### config.mk
export PLATFORM = sky130hd
export DESIGN_NAME = fetch_unit_flat
export DESIGN_NICKNAME = d
export VERILOG_FILES = /design/src/rtl/fetch_unit_if.sv /design/src/rtl/fetch_unit.sv /design/src/flat_wrapper.sv
export SDC_FILE = /design/constraint.sdc
export NUM_CORES = 1
export LEC_CHECK = 0
export CORE_UTILIZATION = 40
export CTS_CLUSTER_DIAMETER = 200
export CTS_CLUSTER_SIZE = 14
export DETAILED_ROUTE_END_ITERATION = 8
export GPL_ROUTABILITY_DRIVEN = 0
export PLACE_DENSITY = 0.75
export SETUP_SLACK_MARGIN = 0.15
export SYNTH_ARGS = -nofsm -noshare
export SYNTH_HDL_FRONTEND = slang
export SYNTH_SLANG_ARGS = --single-unit
### constraint.sdc
create_clock -name clk -period 2.99 [get_ports clk]
set_input_delay 0.4485 -clock clk [delete_from_list [all_inputs] [get_ports clk]]
set_output_delay 0.4485 -clock clk [all_outputs]
set_load 0.02 [all_outputs]
### src/rtl/fetch_unit_if.sv
// Instruction-memory request/acknowledge bus between the fetch stage and imem.
interface fetch_unit_if;
  logic        imem_req;
  logic [31:0] imem_addr;
  logic        imem_ack;
  logic [31:0] imem_rdata;

  modport master (
    output imem_req,
    output imem_addr,
    input  imem_ack,
    input  imem_rdata
  );

  modport slave (
    input  imem_req,
    input  imem_addr,
    output imem_ack,
    output imem_rdata
  );
endinterface

### src/rtl/fetch_unit.sv
// Antares-R2 instruction fetch stage: PC / request address, req-ack fetch
// protocol, IF/ID instruction register and a one-entry skid buffer that
// absorbs a word returned while decode is stalled.
module fetch_unit #(
  parameter logic [31:0] RESET_PC = 32'h00000000
) (
  input  logic         clk,
  input  logic         reset,
  fetch_unit_if.master imem,
  input  logic         stall,
  input  logic         jump,
  input  logic         beq,
  input  logic         bne,
  input  logic         zero,
  output logic [31:0]  instr,
  output logic [5:0]   opcode,
  output logic [31:0]  pc_plus4,
  output logic         instr_valid
);

  typedef enum logic [1:0] {S_REQ, S_WAIT, S_DROP} state_t;

  state_t      state_reg, state_next;
  logic [31:0] req_addr_reg;      // address currently presented to imem
  logic [31:0] redirect_addr_reg; // target parked while a request is outstanding
  logic [31:0] skid_reg;
  logic [31:0] skid_pc4_reg;
  logic [31:0] instr_reg;
  logic [31:0] pc4_reg;
  logic        valid_reg;

  logic        consume;
  logic        taken;
  logic        id_free;
  logic [31:0] branch_target;
  logic [31:0] jump_target;
  logic [31:0] target;
  logic [31:0] addr_plus4;

  // The instruction in IF/ID is resolved the cycle decode accepts it.
  assign consume       = valid_reg & ~stall;
  assign taken         = consume & (jump | (beq & zero) | (bne & ~zero));
  assign id_free       = ~valid_reg | ~stall;
  assign branch_target = pc4_reg + {{14{instr_reg[15]}}, instr_reg[15:0], 2'b00};
  assign jump_target   = {pc4_reg[31:28], instr_reg[25:0], 2'b00};
  assign target        = jump ? jump_target : branch_target;
  assign addr_plus4    = req_addr_reg + 32'd4;

  assign instr       = instr_reg;
  assign opcode      = instr_reg[31:26];
  assign pc_plus4    = pc4_reg;
  assign instr_valid = valid_reg;
  assign imem.imem_addr = req_addr_reg;

  // State register.
  always_ff @(posedge clk) begin
    if (reset) state_reg <= S_REQ;
    else       state_reg <= state_next;
  end

  // Next-state: park in S_WAIT while the skid holds a word, S_DROP while a
  // wrong-path request must still be acknowledged.
  always_comb begin
    state_next = state_reg;
    case (state_reg)
      S_REQ: begin
        if (imem.imem_ack) begin
          if (!taken && !id_free) state_next = S_WAIT;
        end else if (taken) begin
          state_next = S_DROP;
        end
      end
      S_WAIT:  if (taken || !stall) state_next = S_REQ;
      S_DROP:  if (imem.imem_ack) state_next = S_REQ;
      default: state_next = S_REQ;
    endcase
  end

  // Outputs: no request while the skid is full or during reset.
  always_comb begin
    imem.imem_req = 1'b0;
    if (!reset) imem.imem_req = (state_reg == S_REQ) || (state_reg == S_DROP);
  end

  // Datapath: request address, IF/ID register, skid buffer and redirect.
  always_ff @(posedge clk) begin
    if (reset) begin
      req_addr_reg      <= RESET_PC;
      redirect_addr_reg <= RESET_PC;
      skid_reg          <= 32'd0;
      skid_pc4_reg      <= 32'd0;
      instr_reg         <= 32'd0;
      pc4_reg           <= 32'd0;
      valid_reg         <= 1'b0;
    end else begin
      case (state_reg)
        S_REQ: begin
          if (imem.imem_ack) begin
            if (taken) begin
              req_addr_reg <= target;
              valid_reg    <= 1'b0;
            end else if (id_free) begin
              instr_reg    <= imem.imem_rdata;
              pc4_reg      <= addr_plus4;
              valid_reg    <= 1'b1;
              req_addr_reg <= addr_plus4;
            end else begin
              skid_reg     <= imem.imem_rdata;
              skid_pc4_reg <= addr_plus4;
              req_addr_reg <= addr_plus4;
            end
          end else if (taken) begin
            // Address must stay put until ack; remember where to go next.
            redirect_addr_reg <= target;
            valid_reg         <= 1'b0;
          end else if (consume) begin
            valid_reg <= 1'b0;
          end
        end
        S_WAIT: begin
          if (taken) begin
            req_addr_reg <= target;
            valid_reg    <= 1'b0;
          end else if (!stall) begin
            instr_reg <= skid_reg;
            pc4_reg   <= skid_pc4_reg;
            valid_reg <= 1'b1;
          end
        end
        S_DROP: begin
          valid_reg <= 1'b0;
          if (imem.imem_ack) req_addr_reg <= redirect_addr_reg;
        end
        default: valid_reg <= 1'b0;
      endcase
    end
  end

endmodule

### src/flat_wrapper.sv
// flat-port wrapper written by rule: the top's interface ports become plain ports
module fetch_unit_flat 
#(
  parameter logic [31:0] RESET_PC = 32'h00000000
)
  (clk, reset, stall, jump, beq, bne, zero, instr, opcode, pc_plus4, instr_valid, imem_imem_req, imem_imem_addr, imem_imem_ack, imem_imem_rdata);
  fetch_unit_if imem_i ();
  input  logic clk;
  input  logic reset;
  input  logic stall;
  input  logic jump;
  input  logic beq;
  input  logic bne;
  input  logic zero;
  output logic [31:0] instr;
  output logic [5:0] opcode;
  output logic [31:0] pc_plus4;
  output logic instr_valid;
  output wire logic [$bits(imem_i.imem_req)-1:0] imem_imem_req;
  output wire logic [$bits(imem_i.imem_addr)-1:0] imem_imem_addr;
  input wire logic [$bits(imem_i.imem_ack)-1:0] imem_imem_ack;
  input wire logic [$bits(imem_i.imem_rdata)-1:0] imem_imem_rdata;
  assign imem_imem_req = imem_i.imem_req;
  assign imem_imem_addr = imem_i.imem_addr;
  assign imem_i.imem_ack = imem_imem_ack;
  assign imem_i.imem_rdata = imem_imem_rdata;
  fetch_unit #(.RESET_PC(RESET_PC)) u_core (.clk(clk), .reset(reset), .imem(imem_i), .stall(stall), .jump(jump), .beq(beq), .bne(bne), .zero(zero), .instr(instr), .opcode(opcode), .pc_plus4(pc_plus4), .instr_valid(instr_valid));
endmodule
==> flow_metrics.tcl, run 1 <==
set metrics [dict create \
    status "finished, violations left" \
    violations "DRC" \
    dp_cells 1831 \
    synthesis.nets 1479 \
    synth_async_sr_flop_share 0 \
    worstPathRequired_ps 3370 \
    slowest_delay_ps 430 \
    post-route-min-period_ps 2800 \
    ys.flop_type "dfxtp_1" \
    area_growth_pct 25.0 \
    max_freq_mhz 358 \
    ant_nets 0 \
    root_buffer "clkbuf_16" \
    fin_nets 1595 \
    drtPass1Iterations 9 \
    internal_power_mw 4.68 \
    powerDensity_nw_per_um2 535 \
    pwr-share-seq 0.411 \
    crit_fanout 3 \
    synth-edff-count 0 \
    syn_inst 1404 \
    finalSetupViolCount 0 \
    grt_max_degree 163 \
    wl_um 35600 \
    syn_avg_cell_area_um2 7.71 \
    row_count 59 \
    die_area_um2 27700 \
    finalWorstSetupSlack_ps 194 \
    final_util 0.515 \
    vias_per_cell 5.92 \
    finalClockSkew_ps 16.4 \
    final_layout_size_suffix_gt1_frac 0.0868 \
    coreArea_um2 26300 \
    worstSkewPairLatency_ps 460 \
    crit_chain "ha_4 > fa_2 > a211oi_4 > o21bai_2 > a2111oi_4 > o31ai_4 > a311oi_4 > buf_4 > o21a_1 > o2111ai_1 > o211ai_1" \
    grt_pass1_vias 10243 \
    overflow 0 \
    cp-start-kind "register" \
    synth.distinct_cells 67 \
    num-fill-cells 2457 \
    cts_hold_buf 0 \
    tns_ps 0 \
    rsz0062_at_grt "true" \
    antenna_found_initial 0 \
    vias 11053 \
    track_usage 0.255 \
    comb_power_share 0.254 \
    cts_tree "built" \
    min_path_type "in2reg" \
    crit_type "reg2reg" \
    pwr-share-clk 0.334 \
    htreeDepth 4 \
    cp.arrival_ps 3180 \
    cp_top_family "compound AO/OA/AOI/OAI gates" \
    drv_slew 0 \
    multiInputGateArea_um2 6520 \
    worst-path-buf-inv 1 \
    dpl.hpwl_um 25000 \
    clkTransAtPathRegs_ps 80 \
    wire_per_inst_um 19.1 \
    die_w_um 166 \
    netlist_area_um2 10800 \
    final-hold-violation-count 0 \
    p_leak_nw 4.91 \
    cts_max_path_buffers 2 \
    yosysWarnings 0 \
    post-place-ws_ps 56.6 \
    drt_iter0_drc 1201 \
    cts_made_buffers 17 \
    net-switching-power_mw 2.56 \
    io-pin-count 144 \
    fp.dieH_um 166 \
    max-vdd-ir-drop_mv 0.305 \
    antenna_cells 0 \
    critPathSlowestCell "a2111oi_4" \
    grt_pass1_wl_um 56300 \
    post-route-period-util 0.935 \
    maxCapViolCount 0 \
    regArea_um2 3910 \
    end_kind "register" \
    ys_seq_area_frac 0.361 \
    swShare 0.354 \
    clock_sinks 195 \
    post-route-drc-count 5 \
    instances_no_fill 1868 \
    start_util 0.412 \
    tightest_slew_ps 974 \
    portBuffers 143 \
    whs_ps 365 \
    relSlewSlack 0.351 \
    synth-seq-cells 195 \
]
[cell usage in the layout, fill, tap and decap left out, drive strengths merged, types with 6 or more instances in the layout]
cell,n
nand3,22
a211oi,84
a31oi,7
clkinv,6
a221o,8
a221oi,11
buf,65
inv,28
a21oi,130
and2,8
nand4,15
o211ai,32
a22oi,6
clkdlybuf4s50,142
mux2i,50
o21bai,8
ha,34
dfxtp,195
and3,15
a21o,15
nor3,30
nand2,220
xor2,17
o21ai,57
clkbuf,17
xnor2,34
nand2b,11
nor2,188
nor2b,9
o21a,9
[metal layers]
| layer | track usage | routed length (um) | vias up |
|---|---|---|---|
| met2 | 0.404 | 16100 | 494 |
| met1 | 0.323 | 14900 | 5203 |
| met3 | 0.0570 | 2750 | 126 |
| met5 | 0 | 0 | - |
| li1 | - | - | 5230 |
| met4 | 0.140 | 1900 | 0 |
[power groups by stage]
| stage | sequential (mW) | combinational [mW] | clock, mW |
|---|---|---|---|
| 6_report | 2.98 | 1.84 | 2.42 |
| 5_1_grt | 3.00 | 1.97 | 2.55 |
| 4_1_cts | 2.97 | 1.82 | 2.43 |
| 3_5_place_dp | 3.03 | 1.79 | 0 |
| 3_3_place_gp | 3.02 | 1.76 | 0 |
| 2_1_floorplan | 3.11 | 0.931 | 0 |
[synthesized netlist by cell type, drive strengths merged, types with 17 or more instances]
library cell | n | share of area
nand2 | 220 | 0.076
nor2 | 188 | 0.065
mux2i | 50 | 0.046
xor2 | 17 | 0.014
buf | 21 | 0.010
a21oi | 130 | 0.060
nor3 | 30 | 0.014
dfxtp | 195 | 0.36
o21ai | 57 | 0.026
o211ai | 32 | 0.022
a211oi | 84 | 0.058
inv | 19 | 0.0066
nand3 | 22 | 0.010
ha | 34 | 0.039
clkbuf | 89 | 0.031
xnor2 | 34 | 0.028
[path summary, 6_finish.rpt]
path | start | endpoint | slack [ps] | cells after the start
worst min register to register | u_core.skid_reg[3] | u_core.skid_reg[3] | 460 | 2
worst max register to register | u_core.instr[0] | u_core.imem.imem_addr[28] | 190 | 11
worst min-delay path | reset | u_core.pc_plus4[30] | 360 | 2
worst max-delay path | u_core.instr[0] | u_core.imem.imem_addr[28] | 190 | 11
[cell families (layout without fill, tap and decap cells)]
logic type | count (synthesis) | after routing | share of synthesized area
and+or+nand+nor | 535 | 535 | 0.211
AOI/OAI and AO/OA | 407 | 407 | 0.250
DFF | 195 | 195 | 0.361
buffers and inverters | 129 | 258 | 0.0478
muxes | 52 | 52 | 0.0483
xor gates and xnor gates | 51 | 51 | 0.0413
adders and majority gates | 35 | 35 | 0.0412
[layout make-up]
type	instances	area share
clock buffer	17	0.0315
multi-input combinational	1080	0.482
tap	335	0.0310
timing repair buffer	207	0.146
clock inverter	15	0.0145
inverter	19	0.00527
sequential	195	0.289
[worst register-to-register path: stages, from the launching register on]
cell	delay, ps
dfxtp_2	340
ha_4	160
fa_2	390
a211oi_4	230
o21bai_2	140
a2111oi_4	430
o31ai_4	130
a311oi_4	360
buf_4	180
o21a_1	150
o2111ai_1	110
o211ai_1	110
[metrics by stage]
| step | instance area (um^2) | power, mW |
|---|---|---|
| finish | 13500 | 7.24 |
| global route | 13500 | 7.52 |
| CTS | 13500 | 7.21 |
| detailed placement | 12800 | 4.82 |
| global placement | 12800 | 4.78 |
| floorplan | 10800 | 4.04 |
[timing repair]
item | 4_1_cts | 5_1_grt
pin swaps | 9 | 3
setup endpoints to repair | 13 | 22
resized for setup | 8 | 12
buffers inserted | 3 | 2
Power figures use the tool's default switching activity.
==> inputs of run 2 (changes only) <==
CORE_MARGIN = 4   (was unset)
CTS_CLUSTER_SIZE = unset   (was 14)
==> run 2 against run 1 <==
The flow now finishes without violations. Via count is 0.22% higher. Non-clock buffer count increased by 3. Design area grew 0.43%. Clock power rose by 2%. Cell count grew 0.16%. Sequential power is essentially flat. Clock-buffer cell count unchanged. Sequential cell count stayed put. Critical endpoint is now u_core.redirect_addr_reg[28]. Highest routed layer is now met5.
==> flow_metrics.tcl, run 2 (same netlist as run 1, synthesis figures left out) <==
set metrics [dict create \
    area_growth_pct 25.5 \
    drv_slew 0 \
    post-route-min-period_ps 2880 \
    coreArea_um2 26400 \
    cts_tree "built" \
    drtPass1Iterations 5 \
    relSlewSlack 0.384 \
    io-pin-count 144 \
    final_layout_size_suffix_gt1_frac 0.0918 \
    crit_type "reg2reg" \
    p_leak_nw 4.93 \
    max-vdd-ir-drop_mv 0.454 \
    post-route-drc-count 0 \
    fin_nets 1598 \
    maxCapViolCount 0 \
    antenna_cells 0 \
    root_buffer "clkbuf_16" \
    wl_um 36300 \
    powerDensity_nw_per_um2 539 \
    num-fill-cells 2492 \
    final_cell_mix "nand2_1 (220), dfxtp_1 (192), nor2_1 (185)" \
    worstPathRequired_ps 3330 \
    vias_per_cell 5.92 \
    vias 11077 \
    end_kind "register" \
    clkTransAtPathRegs_ps 80 \
    max_freq_mhz 348 \
    crit_fanout 3 \
    overflow 0 \
    die_w_um 172 \
    cts_max_path_buffers 2 \
    finalSetupViolCount 0 \
    worstSkewPairLatency_ps 450 \
    tightest_slew_ps 924 \
    fp.dieH_um 172 \
    final-hold-violation-count 0 \
    grt_max_degree 203 \
    cp-start-kind "register" \
    finalPower_mw 7.32 \
    cp.arrival_ps 3220 \
    final_util 0.515 \
    die_area_um2 29700 \
    ant_nets 0 \
    start_util 0.410 \
    post-route-period-util 0.962 \
    final_cell_area_um2 13600 \
    track_usage 0.240 \
    cts_hold_buf 0 \
    drt_iter0_drc 1211 \
    wire_per_inst_um 19.4 \
    rsz0062_at_grt "true" \
    final_common_cell "nand2_1" \
    instances_no_fill 1871 \
    clock_sinks 195 \
    antenna_found_initial 1 \
    row_count 59 \
    dpl.hpwl_um 25800 \
    finalClockSkew_ps 16.1 \
    dp_cells 1834 \
    min_path_type "reg2reg" \
    portBuffers 143 \
    cts_made_buffers 17 \
    status "complete, no violations" \
    grt_pass1_vias 10526 \
    htreeDepth 4 \
    dpl_cell_area_um2 12800 \
    grt_pass1_wl_um 56600 \
]
==> run 2: critical path: stages, from the launching register on <==
cell,delay [ps]
dfxtp_2,340
ha_4,160
fa_2,370
a211oi_2,280
o21bai_2,160
a2111oi_4,430
o31ai_4,110
a311oi_4,350
o211ai_1,160
a21boi_2,170
a32o_1,220
==> run 2: report_power, final <==
group	internal [mW]	switching, mW	total, mW	leakage [nW]
sequential	2.77	0.201	2.97	1.59
clock	1.24	1.24	2.48	0.311
combinational	0.764	1.11	1.87	3.03
==> run 2: per-layer routing <==
layer | vias up | wire, um | global-route usage
met2 | 490 | 16300 | 0.374
li1 | 5231 | - | -
met5 | - | 11 | 0
met4 | 2 | 2120 | 0.134
met3 | 119 | 2710 | 0.0514
met1 | 5235 | 15200 | 0.308
==> run 2: final timing paths <==
| path | startpoint | end | slack (ps) | cells after the start |
|---|---|---|---|---|
| worst max-delay path | u_core.instr[0] | u_core.redirect_addr_reg[28] | 110 | 10 |
| worst min-delay path | u_core.skid_reg[0] | u_core.skid_reg[0] | 460 | 2 |
| worst max register to register | u_core.instr[0] | u_core.redirect_addr_reg[28] | 110 | 10 |
| worst min register to register | u_core.skid_reg[0] | u_core.skid_reg[0] | 460 | 2 |
==> run 2: area by class of cell <==
class                      instances  area, um^2  share of cell area
sequential                       195        3910               0.288
inverter                          19        71.3             0.00525
clock buffer                      17         425              0.0313
tap                              335         419              0.0309
multi-input combinational       1080        6550               0.482
clock inverter                    15         220              0.0162
timing repair buffer             210        1990               0.146
==> run 2: what timing repair did <==
item                       CTS  global route
setup endpoints to repair   11            27
cloned                       0             0
buffers inserted             1             4
gates resized for setup      9            17
pin swaps                    8            10
==> run 2: metrics by stage <==
| step | hold slack (ps) | worst slack (ps) | setup TNS (ps) |
|---|---|---|---|
| after detailed placement | 446 | 66.4 | 0 |
| final | 458 | 112 | 0 |
| after CTS | 458 | 109 | 0 |
| after global placement | 441 | 106 | 0 |
| after floorplan | 436 | 168 | 0 |
| after global routing | 476 | -13.7 | -24.2 |
==> inputs of run 3 (changes only) <==
CORE_MARGIN = unset   (was 4)
==> results of run 3 <==
No change in the layout: final DEF, timing and power equal those of run 1.
